--- config.mk ---
export PLATFORM = sky130hd
export DESIGN_NAME = wb_select_ctrl
export DESIGN_NICKNAME = d
export VERILOG_FILES = /design/src/rtl/wb_select_ctrl.sv
export SDC_FILE = /design/constraint.sdc
export NUM_CORES = 1
export LEC_CHECK = 0
export CORE_UTILIZATION = 45
export DETAILED_ROUTE_END_ITERATION = 6
export PLACE_DENSITY = 0.82
export SYNTH_ARGS = -nofsm -noshare
export SYNTH_HDL_FRONTEND = slang
export SYNTH_SLANG_ARGS = --single-unit
--- constraint.sdc ---
create_clock -name clk -period 4 [get_ports clk]
set_clock_uncertainty 0.1 [all_clocks]
set_input_delay 0.6 -clock clk [delete_from_list [all_inputs] [get_ports clk]]
set_output_delay 0.6 -clock clk [all_outputs]
set_load 0.005 [all_outputs]
--- src/rtl/wb_select_ctrl.sv ---
// Write-back select controller for the multi-cycle KGP-RISC datapath: drives the 3:1 write-back mux select
// and the register-file write port. Optional load-wait timeout is enabled by defining WB_TIMEOUT_EN.
module wb_select_ctrl #(
    parameter int ZERO_REG_HARDWIRED = 1,
    parameter int TIMEOUT_CYCLES     = 16
) (
    input  logic       clk,
    input  logic       rst,
    input  logic       wb_req,
    input  logic [1:0] wb_kind,
    input  logic [4:0] wb_rd,
    input  logic       mem_ready,
    output logic       wb_busy,
    output logic [1:0] sel,
    output logic       rf_we,
    output logic [4:0] rf_waddr,
    output logic       wb_done,
    output logic       err_overrun,
    output logic       err_timeout
);

    typedef enum logic [2:0] {
        S_IDLE      = 3'd0,
        S_WRITE     = 3'd1,
        S_LOAD_WAIT = 3'd2,
        S_LOAD_WB   = 3'd3,
        S_NOWB      = 3'd4
    } state_e;

    state_e     state_q;
    logic       busy_q;
    logic [1:0] sel_q;
    logic       rf_we_q;
    logic [4:0] rf_waddr_q;
    logic       wb_done_q;
    logic       err_overrun_q;
    logic       timeout_s;

    function automatic logic we_allowed(input logic [4:0] rd);
        return !((ZERO_REG_HARDWIRED != 0) && (rd == 5'd0));
    endfunction

    if ((TIMEOUT_CYCLES < 1) || (TIMEOUT_CYCLES > 255)) begin : g_bad_timeout
        $error("wb_select_ctrl: TIMEOUT_CYCLES must fit the 8-bit wait counter");
    end

`ifdef WB_TIMEOUT_EN
    logic [7:0] to_cnt_q;
    logic [7:0] to_cnt_d;
    logic       err_timeout_q;

    assign to_cnt_d  = to_cnt_q + 8'd1;
    assign timeout_s = (to_cnt_d == 8'(TIMEOUT_CYCLES));

    // Wait counter: zero outside LOAD_WAIT, so it starts from zero on every entry.
    always_ff @(posedge clk or negedge rst) begin
        if (!rst) begin
            to_cnt_q <= 8'd0;
        end else if (state_q == S_LOAD_WAIT) begin
            to_cnt_q <= to_cnt_d;
        end else begin
            to_cnt_q <= 8'd0;
        end
    end

    // Sticky timeout flag; a late mem_ready on the limit cycle takes priority.
    always_ff @(posedge clk or negedge rst) begin
        if (!rst) begin
            err_timeout_q <= 1'b0;
        end else if ((state_q == S_LOAD_WAIT) && !mem_ready && timeout_s) begin
            err_timeout_q <= 1'b1;
        end else begin
            err_timeout_q <= err_timeout_q;
        end
    end

    assign err_timeout = err_timeout_q;
`else
    assign timeout_s   = 1'b0;
    assign err_timeout = 1'b0;
`endif

    // Control FSM; every output is registered alongside the state it belongs to.
    always_ff @(posedge clk or negedge rst) begin
        if (!rst) begin
            state_q       <= S_IDLE;
            busy_q        <= 1'b0;
            sel_q         <= 2'b00;
            rf_we_q       <= 1'b0;
            rf_waddr_q    <= 5'd0;
            wb_done_q     <= 1'b0;
            err_overrun_q <= 1'b0;
        end else begin
            if (wb_req && busy_q) begin
                err_overrun_q <= 1'b1;
            end
            case (state_q)
                S_IDLE: begin
                    if (wb_req) begin
                        rf_waddr_q <= wb_rd;
                        busy_q     <= 1'b1;
                        case (wb_kind)
                            2'b00, 2'b10: begin
                                state_q   <= S_WRITE;
                                sel_q     <= wb_kind;
                                rf_we_q   <= we_allowed(wb_rd);
                                wb_done_q <= 1'b1;
                            end
                            2'b01: begin
                                state_q   <= S_LOAD_WAIT;
                                sel_q     <= 2'b01;
                                rf_we_q   <= 1'b0;
                                wb_done_q <= 1'b0;
                            end
                            default: begin
                                state_q   <= S_NOWB;
                                sel_q     <= 2'b00;
                                rf_we_q   <= 1'b0;
                                wb_done_q <= 1'b1;
                            end
                        endcase
                    end else begin
                        busy_q    <= 1'b0;
                        rf_we_q   <= 1'b0;
                        wb_done_q <= 1'b0;
                    end
                end
                S_LOAD_WAIT: begin
                    if (mem_ready) begin
                        state_q   <= S_LOAD_WB;
                        rf_we_q   <= we_allowed(rf_waddr_q);
                        wb_done_q <= 1'b1;
                    end else if (timeout_s) begin
                        // Abandoned load retires like a no-write-back instruction.
                        state_q   <= S_NOWB;
                        sel_q     <= 2'b00;
                        rf_we_q   <= 1'b0;
                        wb_done_q <= 1'b1;
                    end else begin
                        state_q   <= S_LOAD_WAIT;
                    end
                end
                S_WRITE, S_LOAD_WB, S_NOWB: begin
                    state_q   <= S_IDLE;
                    busy_q    <= 1'b0;
                    rf_we_q   <= 1'b0;
                    wb_done_q <= 1'b0;
                end
                default: begin
                    state_q   <= S_IDLE;
                    busy_q    <= 1'b0;
                    rf_we_q   <= 1'b0;
                    wb_done_q <= 1'b0;
                end
            endcase
        end
    end

    assign wb_busy     = busy_q;
    assign sel         = sel_q;
    assign rf_we       = rf_we_q;
    assign rf_waddr    = rf_waddr_q;
    assign wb_done     = wb_done_q;
    assign err_overrun = err_overrun_q;

endmodule

Word level (Yosys, flattened, before mapping)
Cells that the tools add are included.

Eq/ne operators: 5. Muxes and demuxes: 15. Reduce and logical (&&, ||, !) cells: 9.

Operators with widths (number): 3-bit case mux with 2 select lines (2); 5-bit zero test (2); 1-bit 2-to-1 mux (8); 1-bit case mux with 2 select lines (3); 2-bit != test, second input constant (2); 2-bit case mux with 2 select lines (1); 3-bit by 2-bit equality test with 1-bit output, second input constant (1); 3-bit zero test (1); 3-bit 2-to-1 mux (1); 2-bit by 1-bit equality test with 1-bit output, second input constant (1); 2-bit equality test, second input constant (1); 1-bit zero test (2); 2-bit zero test (1); 2-bit AND reduction (1); 2-bit OR reduction (1); 1-bit logical AND (1).

Flip-flop bits (word level): 14. Input port bits: 11. Output and inout bits: 12. Word-level logic and storage cells: 36.

Depth between registers and ports, before layout
Gate-level depths: netlist of the first run.

Depth in word-level cells: 5. Gate-level depth with buffers: 5. Mapped depth without buffers: 3.

Worst setup path before layout of the first run
No wires, ideal clock.

Path type: input -> register. Start: input mem_ready. End: register rf_we_q, in the netlist rf_we. Library setup time: 134 ps. Data arrival time: 1437 ps. Data required time: 3766 ps. Setup slack: 2329 ps. Stages on the path: 3. Buffers on the path: 0. Cell sequence: or4b_2 > nor3_1 > o32ai_2.

Word-level cells in the longest chain between the ends: 1.

Ends and longest elaborated chain: start, declared (line 12) `input logic mem_ready,`; 2-bit != test (no line); end signal, assigned (line 106) `rf_we_q <= we_allowed(wb_rd);`; end signal, assigned (line 131) `rf_we_q <= we_allowed(rf_waddr_q);`; end, declared (line 33) `logic rf_we_q;`.

No other way between the ends. A chain may end at the register's enable or synchronous reset.

Worst setup path after layout of the first run
Same ends and word-level chain as after synthesis.

==> run metrics, run 1 <==
CTS tree built; total grt overflow 0; Max Freq 505 MHz; Commonest cells post-synth nand2_1 (17), dfrtp_1 (14), nor3_1 (4), nor2_1 (3); Setup crit end kind register; post-cts sizing count 0; Post-synth EDFFs 0; Clk Tree Root Cell clkbuf_4; crit start category primary input; Initial Util 48.7%; area of the multi-input gates 249 sq um; DR vias/cell 5.29; Final Hold Vio Count 0; Total Nets Final 94; DPL Wire Length 963 um; number of global-route vias before repair 457; Pins Over Slew Limit 0; worst setup path end rf_we$_DFFE_PN0P_; Pwr Density 634 nW/um^2; post-CTS setup buffers 0; routed wire length 1250 um; Final period util 49.5%; prevailing post-synth register cell dfrtp_1; FILL cells 114; cell taking the most area after synthesis dfrtp_1; RSZ-0062 raised after global routing false; die area 1560 sq um; hold buffers post-CTS 0; DR vias 513; CTS Sinks 14; clock buffer count from CTS 3; synthesized cell area 633 sq um; share of cells above drive strength 1 11.0%; register area share after synthesis 55.3%; Die Y 39.5 um; critical path arrival 2.04 ns; setup TNS 0 ns; relative slew slack 58.3%; Worst-Margin Slew 0.624 ns; residual DRC count 0; R2R setup slack 2.39 ns; Max VDD drop 0.364 mV; cell with the most instances after synthesis nand2_1; drt first pass iters 2; post-synth top area share 55.3%; Clk Latency, worst-skew pair 0.28 ns; R2R depth 3; clock transition at the registers of the reported paths 0.08 ns; Worst setup startpoint mem_ready; type of the worst setup path in2reg; Min-Delay Path Class reg2reg; Antenna diodes 0; FF+latch area 350 sq um; CP Data Required Time 4.06 ns; Max clock buf depth 2; Syn Nets 71; Worst R2R Start rf_waddr[4]$_DFFE_PN0P_; total track usage 20.7%; Post-Synthesis Cells 60; Syn-to-layout area delta 37.2%; Async S/R FF share, synth 100%; critical path peak fanout 4; Pleak 0.000386 uW; Iter 0 DRT Violations 3; # port buffers 21; Finish-stage setup viols 0; first-pass GRT wire length 2070 um; Core ar. 1300 sq um; Die Span X 39.5 um; initial antenna violation count 0; FF-to-FF End rf_we$_DFFE_PN0P_; FP Rows 13; #FFs+latches synth 14; syn_area_per_cell 10.6 sq um; largest net degree at the start of global routing 15; total power 550 uW; crit path time final 1.98 ns; Synth cell types 24; H-tree depth 1; outcome finished clean; Routed Antenna Nets 0; max_cap viols 0; gpl congestion 0.736; YS warnings 0; Ports 23; synth top area cells dfrtp_1 (55%), nand2_1 (10%), buf_6 (3.6%), nor3_1 (3.2%), o32ai_2 (2.6%); WL per Instance 12.9 um
sequential cells by signal, summed over array words and instances (netlist names):
name and cells:
sel 2, wb_done 1, state_q 3, rf_waddr 5, wb_busy 1, err_overrun 1
rf_we 1
critical path, stage by stage:
cell and delay (ns):
clkdlybuf4s50_1 0.52, or4b_2 0.59, nor3_1 0.21, o32ai_2 0.12
power breakdown:
part	internal (uW)	leakage, uW	switching, uW
Sequential	196	0.000174	52.6
Clock	55.3	0.0000210	44.6
Combinational	128	0.000191	74.1
cell families (layout without fill, tap and decap cells):
group	Yosys count	count (layout)	synth area share (%)
AND/OR/NAND/NOR	31	31	25.5
AO/OA/AOI/OAI	9	9	11.7
flip-flops	14	14	55.3
other	1	1	0.592
buffers and inverters	4	26	5.34
multiplexers	1	1	1.58
how the worst min path moves through the flow:
stage | from | end | slack (ns) | depth (start not counted)
finish | err_overrun$_DFFE_PN0P_ | err_overrun$_DFFE_PN0P_ | 0.37 | 1
global route | err_overrun$_DFFE_PN0P_ | err_overrun$_DFFE_PN0P_ | 0.40 | 1
CTS | err_overrun$_DFFE_PN0P_ | err_overrun$_DFFE_PN0P_ | 0.38 | 1
detailed placement | err_overrun$_DFFE_PN0P_ | err_overrun$_DFFE_PN0P_ | 0.36 | 1
global placement | err_overrun$_DFFE_PN0P_ | err_overrun$_DFFE_PN0P_ | 0.34 | 1
floorplan | rst | err_overrun$_DFFE_PN0P_ | 0.20 | 0
area by class of cell:
type                       instances  share of cell area (%)
inverter                           1                   0.432
timing repair buffer              21                    24.2
sequential                        14                    40.3
multi-input combinational         42                    28.7
clock buffer                       4                    4.18
tap                               15                    2.16
through the flow:
stage	utilization (%)	worst slack, ns	area, sq um	hold WS, ns	cells
6_report	66.7	2.02	868	0.373	97
3_3_place_gp	63.9	1.78	832	0.343	93
4_1_cts	66.7	2.03	868	0.385	97
2_1_floorplan	-	2.33	633	0.204	60
3_5_place_dp	63.9	1.73	832	0.363	93
5_1_grt	66.7	1.94	868	0.400	97
cell usage in the layout (no fill, tap or decap), drive strengths merged:
master          n
inv             1
a31oi           1
or4b            2
nor2            3
conb            1
or4             1
clkbuf          4
o21ai           1
nor3            4
dfrtp          14
clkdlybuf4s50  21
a2111oi         1
o211ai          1
mux2i           1
and3            1
a21oi           2
nand2          17
nand2b          1
o32ai           1
o31ai           1
nor3b           1
a21o            1
nor4b           1
per-layer routing:
metal	vias up	track usage (%)	wire length (um)
met2	17	33.6	630
li1	254	-	-
met5	-	0	0
met1	238	26.1	543
met3	4	3.41	62
met4	0	10.3	18
Power figures use the tool's default switching activity.
==> run 2: changes to the inputs <==
CORE_UTILIZATION = 38   (was 45)
PLACE_DENSITY = 0.74   (was 0.82)
clock period = 1.74 ns   (was 4 ns; I/O delays follow)
==> run 2 against run 1 <==
Compared with the run above:
- non-clock buffer count increased by 6
- combinational power increased to 2.6 times the previous value
- setup slack got worse by 1.9 ns
- sequential power increased by 120%
- global-route usage decreased by 4.1 points
- via count increased by 3.3%
- hold slack got worse by 0.18 ns
- design area increased by 3.7%
- first-iteration DRC count increased by 67%
- core utilization decreased by 7.6 points
- largest cell class unchanged
==> run metrics, run 2 (synthesis results as in run 1) <==
Final Instance Area 901 sq um (+3.7%); CP peak stage delay 0.66 ns (+0.07 ns); Die Span X 42.8 um (+8.4%); FP Rows 14 (+1); Final Core Density 59.1% (-7.6 points); Final Hold Vio Count 0 (unchanged); most common cell after layout, fill and taps aside clkdlybuf4s50_1; Top delay family on crit path simple AND/OR/NAND/NOR gates; max FFs per register 5 (unchanged); Max Freq 615 MHz; R2R depth 3 (unchanged); Clk Latency, worst-skew pair 0.27 ns (about the same); crit path cell chain or4b_2 > nor3_1 > o32ai_2; initial antenna violation count 0 (unchanged); clock buffer count from CTS 3 (unchanged); DR vias/cell 5.15 (-2.7%); Pins Over Slew Limit 0 (unchanged); critical path arrival 1.67 ns (-0.37 ns); type of the worst setup path reg2reg; Antenna diodes 0 (unchanged); DP Area 878 sq um (+5.6%); DR vias 530 (+3.3%); residual DRC count 0 (unchanged); Iter 0 DRT Violations 5 (+2); Pleak 0.000408 uW (+5.8%); Die Y 42.8 um (+8.4%); clock transition at the registers of the reported paths 0.08 ns (about the same); met3 Usage GRT 3.83% (+0.42 points); FF-to-FF End rf_we$_DFFE_PN0P_; DPL Wire Length 1010 um (+4.5%); post-CTS setup buffers 0 (unchanged); WL per Instance 12.6 um (-2.9%); Routed Antenna Nets 0 (unchanged); CP Data Required Time 1.79 ns (-2.27 ns); hold buffers post-CTS 0 (unchanged); first-pass GRT wire length 2230 um (+7.6%); # port buffers 21 (unchanged); CTS tree built; met1 Usage GRT 20.5% (-5.7 points); Min-Delay Path Class in2async; Inst Count DP 100 (+7.5%); Finish-stage setup viols 0 (unchanged); FILL cells 141 (+24%); DP Worst Slack -0.146 ns (-1.87 ns); number of global-route vias before repair 514 (+12%); share of cells above drive strength 1 16.1% (+5.1 points); Setup crit end kind register; total track usage 16.7% (-4.1 points); R2R setup slack 0.11 ns (-2.28 ns); Pwr Density 1380 nW/um^2 (+120%); critical path peak fanout 3 (-1); RSZ-0062 raised after global routing false; Max VDD drop 0.731 mV (+100%); Syn-to-layout area delta 42.3%; Total Nets Final 100 (+6.4%); setup TNS 0 ns (unchanged); CP max-delay cell or4b_2; crit start category register; Final period util 93.5%; max_cap viols 0 (unchanged); post-cts sizing count 0 (unchanged); grt met2 use 26.7% (-6.9 points); routed wire length 1290 um (+3.1%); outcome finished clean; gpl congestion 0.764 (+3.8%); Post-Layout Cell Count 103 (+6.2%); Clk Tree Root Cell clkbuf_4; Worst R2R Start rf_waddr[4]$_DFFE_PN0P_; drt first pass iters 4 (+2); total grt overflow 0 (unchanged); commonest cells after routing, fill and taps aside clkdlybuf4s50_1 (21), nand2_1 (17), dfrtp_1 (14), buf_4 (6), nor3_1 (4); Core ar. 1520 sq um (+17%); worst path buffer plus inverter count 0 (-1); Initial Util 41.5% (-7.1 points); GR peak layer met2; die area 1830 sq um (+17%); largest net degree at the start of global routing 15 (unchanged); Max clock buf depth 2 (unchanged); H-tree depth 1 (unchanged); crit path time final 1.63 ns; final setup margin 0.113 ns (-1.91 ns); CTS Sinks 14 (unchanged); Ports 23 (unchanged)
run 2: cell count changes in the layout (fill, tap and decap cells not counted), sizes merged:
cell,before,now
buf,0,6
clkbuf,4,3
run 2: power by group:
group	internal, uW	switching (uW)
Clock	80.0	93.9
Sequential	451	102
Combinational	321	199
Total	852	395
run 2: per-layer routing:
layer	share of wire, %	wire length, um
met1	45	582
met5	0	0
met2	51	654
met4	0	0
met3	4.3	56
run 2: how the worst max path moves through the flow:
stage                     slack [ns]               startpoint  cells after the start           endpoint
after CTS                       0.11  rf_waddr[4]$_DFFE_PN0P_                      3  rf_we$_DFFE_PN0P_
after global placement         -0.09                mem_ready                      4  rf_we$_DFFE_PN0P_
after detailed placement       -0.15                mem_ready                      4  rf_we$_DFFE_PN0P_
after floorplan                 0.20  rf_waddr[4]$_DFFE_PN0P_                      3  rf_we$_DFFE_PN0P_
final                           0.11  rf_waddr[4]$_DFFE_PN0P_                      3  rf_we$_DFFE_PN0P_
after global routing            0.05  rf_waddr[4]$_DFFE_PN0P_                      3  rf_we$_DFFE_PN0P_
run 2: area by class of cell:
class | instances | area [sq um] | area share [%]
flip-flops and latches | 14 | 350 | 38.9
repair buffers | 27 | 255 | 28.3
multi-input cells | 42 | 249 | 27.6
clock buffers | 3 | 22.5 | 2.50
well taps | 16 | 20.0 | 2.22
inverters | 1 | 3.75 | 0.417
run 2: metrics by stage:
stage          total power [uW]  hold slack [ns]
5_1_grt                    1340            0.191
4_1_cts                    1260            0.191
2_1_floorplan               788           -0.135
3_3_place_gp               1080            0.342
6_report                   1250            0.191
3_5_place_dp               1090            0.344
==> run 3: changes to the inputs <==
CORE_MARGIN = 5   (was unset)
==> run 3 against run 2 <==
Compared with the run above:
- clock power increased by 34%
- first-iteration DRC count increased by 120%
- register-to-register slack got worse by 0.02 ns
- design area increased by 1.5%
- global-route usage decreased by 3.6 points
- wire length increased by 19%
- maximum frequency decreased by 1.3%
- via count increased by 1.3%
==> run metrics, run 3 (synthesis results as in run 1) <==
CP peak stage delay 0.68 ns (+0.02 ns); Min-Delay Path Class in2async; Max clock buf depth 2 (unchanged); post-CTS setup buffers 0 (unchanged); CP Data Required Time 1.79 ns (about the same); clock buffer count from CTS 3 (unchanged); CTS Sinks 14 (unchanged); Final period util 94.7% (+1.2 points); die area 2580 sq um (+41%); Core ar. 1540 sq um (+1.1%); Syn-to-layout area delta 44.5%; crit start category register; # port buffers 21 (unchanged); first-pass GRT wire length 2570 um (+15%); max FFs per register 5 (unchanged); Pleak 0.000416 uW (+1.8%); Die Span X 50.8 um (+19%); residual DRC count 0 (unchanged); Antenna diodes 0 (unchanged); WL per Instance 14.8 um (+18%); Stages on worst setup path 3 (unchanged); outcome finished clean; number of global-route vias before repair 559 (+8.8%); critical path peak fanout 3 (unchanged); hold buffers post-CTS 0 (unchanged); Final Core Density 59.3% (+0.22 points); total grt overflow 0 (unchanged); Clk Tree Root Cell clkbuf_4; type of the worst setup path reg2reg; commonest cells after routing, fill and taps aside clkdlybuf4s50_1 (21), nand2_1 (17), dfrtp_1 (14), buf_4 (6), nor3_1 (4); max_cap viols 0 (unchanged); crit path cell chain or4b_2 > nor3_1 > o32ai_2; Finish-stage setup viols 0 (unchanged); share of cells above drive strength 1 17.0% (+0.95 points); Ports 23 (unchanged); Iter 0 DRT Violations 11 (+6); initial antenna violation count 0 (unchanged); drt first pass iters 4 (unchanged); Pins Over Slew Limit 0 (unchanged); R2R setup slack 0.09 ns (-0.02 ns); Total Nets Final 100 (unchanged); Post-Layout Cell Count 104 (+0.97%); CTS tree built; clock transition at the registers of the reported paths 0.09 ns (about the same); Pwr Density 1430 nW/um^2 (+3.5%); Initial Util 41.1% (-0.47 points); gpl congestion 0.752 (-1.6%); total track usage 13.1% (-3.6 points); post-cts sizing count 0 (unchanged); critical path arrival 1.70 ns (+0.03 ns); Max Freq 607 MHz (-1.3%); Die Y 50.8 um (+19%); Clk Latency, worst-skew pair 0.28 ns (about the same); routed wire length 1540 um (+19%); Setup crit end kind register; Max VDD drop 0.807 mV (+10%); DR vias/cell 5.16 (+0.35%); crit path time final 1.65 ns (+0.0214 ns); DR vias 537 (+1.3%); total power 1310 uW (+5.1%); Routed Antenna Nets 0 (unchanged); H-tree depth 1 (unchanged); Final Hold Vio Count 0 (unchanged); worst path buffer plus inverter count 0 (unchanged); FP Rows 14 (unchanged); R2R depth 3 (unchanged); Inst Count DP 100 (unchanged); RSZ-0062 raised after global routing false; largest net degree at the start of global routing 15 (unchanged); CP max-delay cell or4b_2; most common cell after layout, fill and taps aside clkdlybuf4s50_1; Top delay family on crit path simple AND/OR/NAND/NOR gates; hold_ws 0.180 ns (-0.0117 ns); DPL Wire Length 1210 um (+20%)
-- run 3: cell count changes in the layout (fill, tap and decap cells not counted), sizes merged --
cell,delta
clkbuf,+1
-- run 3: final timing paths --
| check | from | end |
|---|---|---|
| worst max-delay path | rf_waddr[4]$_DFFE_PN0P_ | rf_we$_DFFE_PN0P_ |
| worst min-delay path | rst | wb_done$_DFFE_PN0P_ |
| worst max register to register | rf_waddr[4]$_DFFE_PN0P_ | rf_we$_DFFE_PN0P_ |
| worst min register to register | sel[0]$_DFFE_PN0P_ | sel[0]$_DFFE_PN0P_ |
| max in group asynchronous | rst | rf_we$_DFFE_PN0P_ |
| min in group clk | sel[0]$_DFFE_PN0P_ | sel[0]$_DFFE_PN0P_ |
-- run 3: report_power, final --
| part | leakage, uW | internal [uW] | total [uW] | switching (uW) |
|---|---|---|---|---|
| sequential | 0.000174 | 451 | 550 | 98.5 |
| clock | 0.0000210 | 127 | 234 | 107 |
| combinational | 0.000221 | 321 | 528 | 206 |
| total | 0.000416 | 899 | 1310 | 411 |
-- run 3: cell type report --
type                            count  area (sq um)
Sequential cell                    14           350
Tap cell                           16          20.0
Inverter                            1          3.75
Clock buffer                        4          36.3
Multi-Input combinational cell     42           249
Timing Repair Buffer               27           255
Fill cell                         133           627
-- run 3: stage by stage --
stage                     TNS [ns]  worst slack, ns  area [sq um]
after floorplan                  0            0.198           633
after global placement      -0.101           -0.101           878
after detailed placement    -0.173           -0.173           878
after CTS                        0            0.116           915
after global routing             0           0.0328           915
final                            0           0.0914           915
-- run 3: layer usage --
layer	part of all wire, %	up-vias	wire length, um	GRT usage [%]
met5	0	-	0	0
met2	50	15	768	20.9
met1	42	253	648	15.3
met4	3.3	0	50	6.81
met3	4.4	4	68	4.94
li1	-	265	-	-
-- run 3: worst register-to-register path: cells and delay by family (launching register included) --
| family | cells | cell delay, ns |
|---|---|---|
| and+or+nand+nor | 2 | 0.91 |
| AOI/OAI and AO/OA | 1 | 0.12 |
| DFF | 1 | 0.40 |
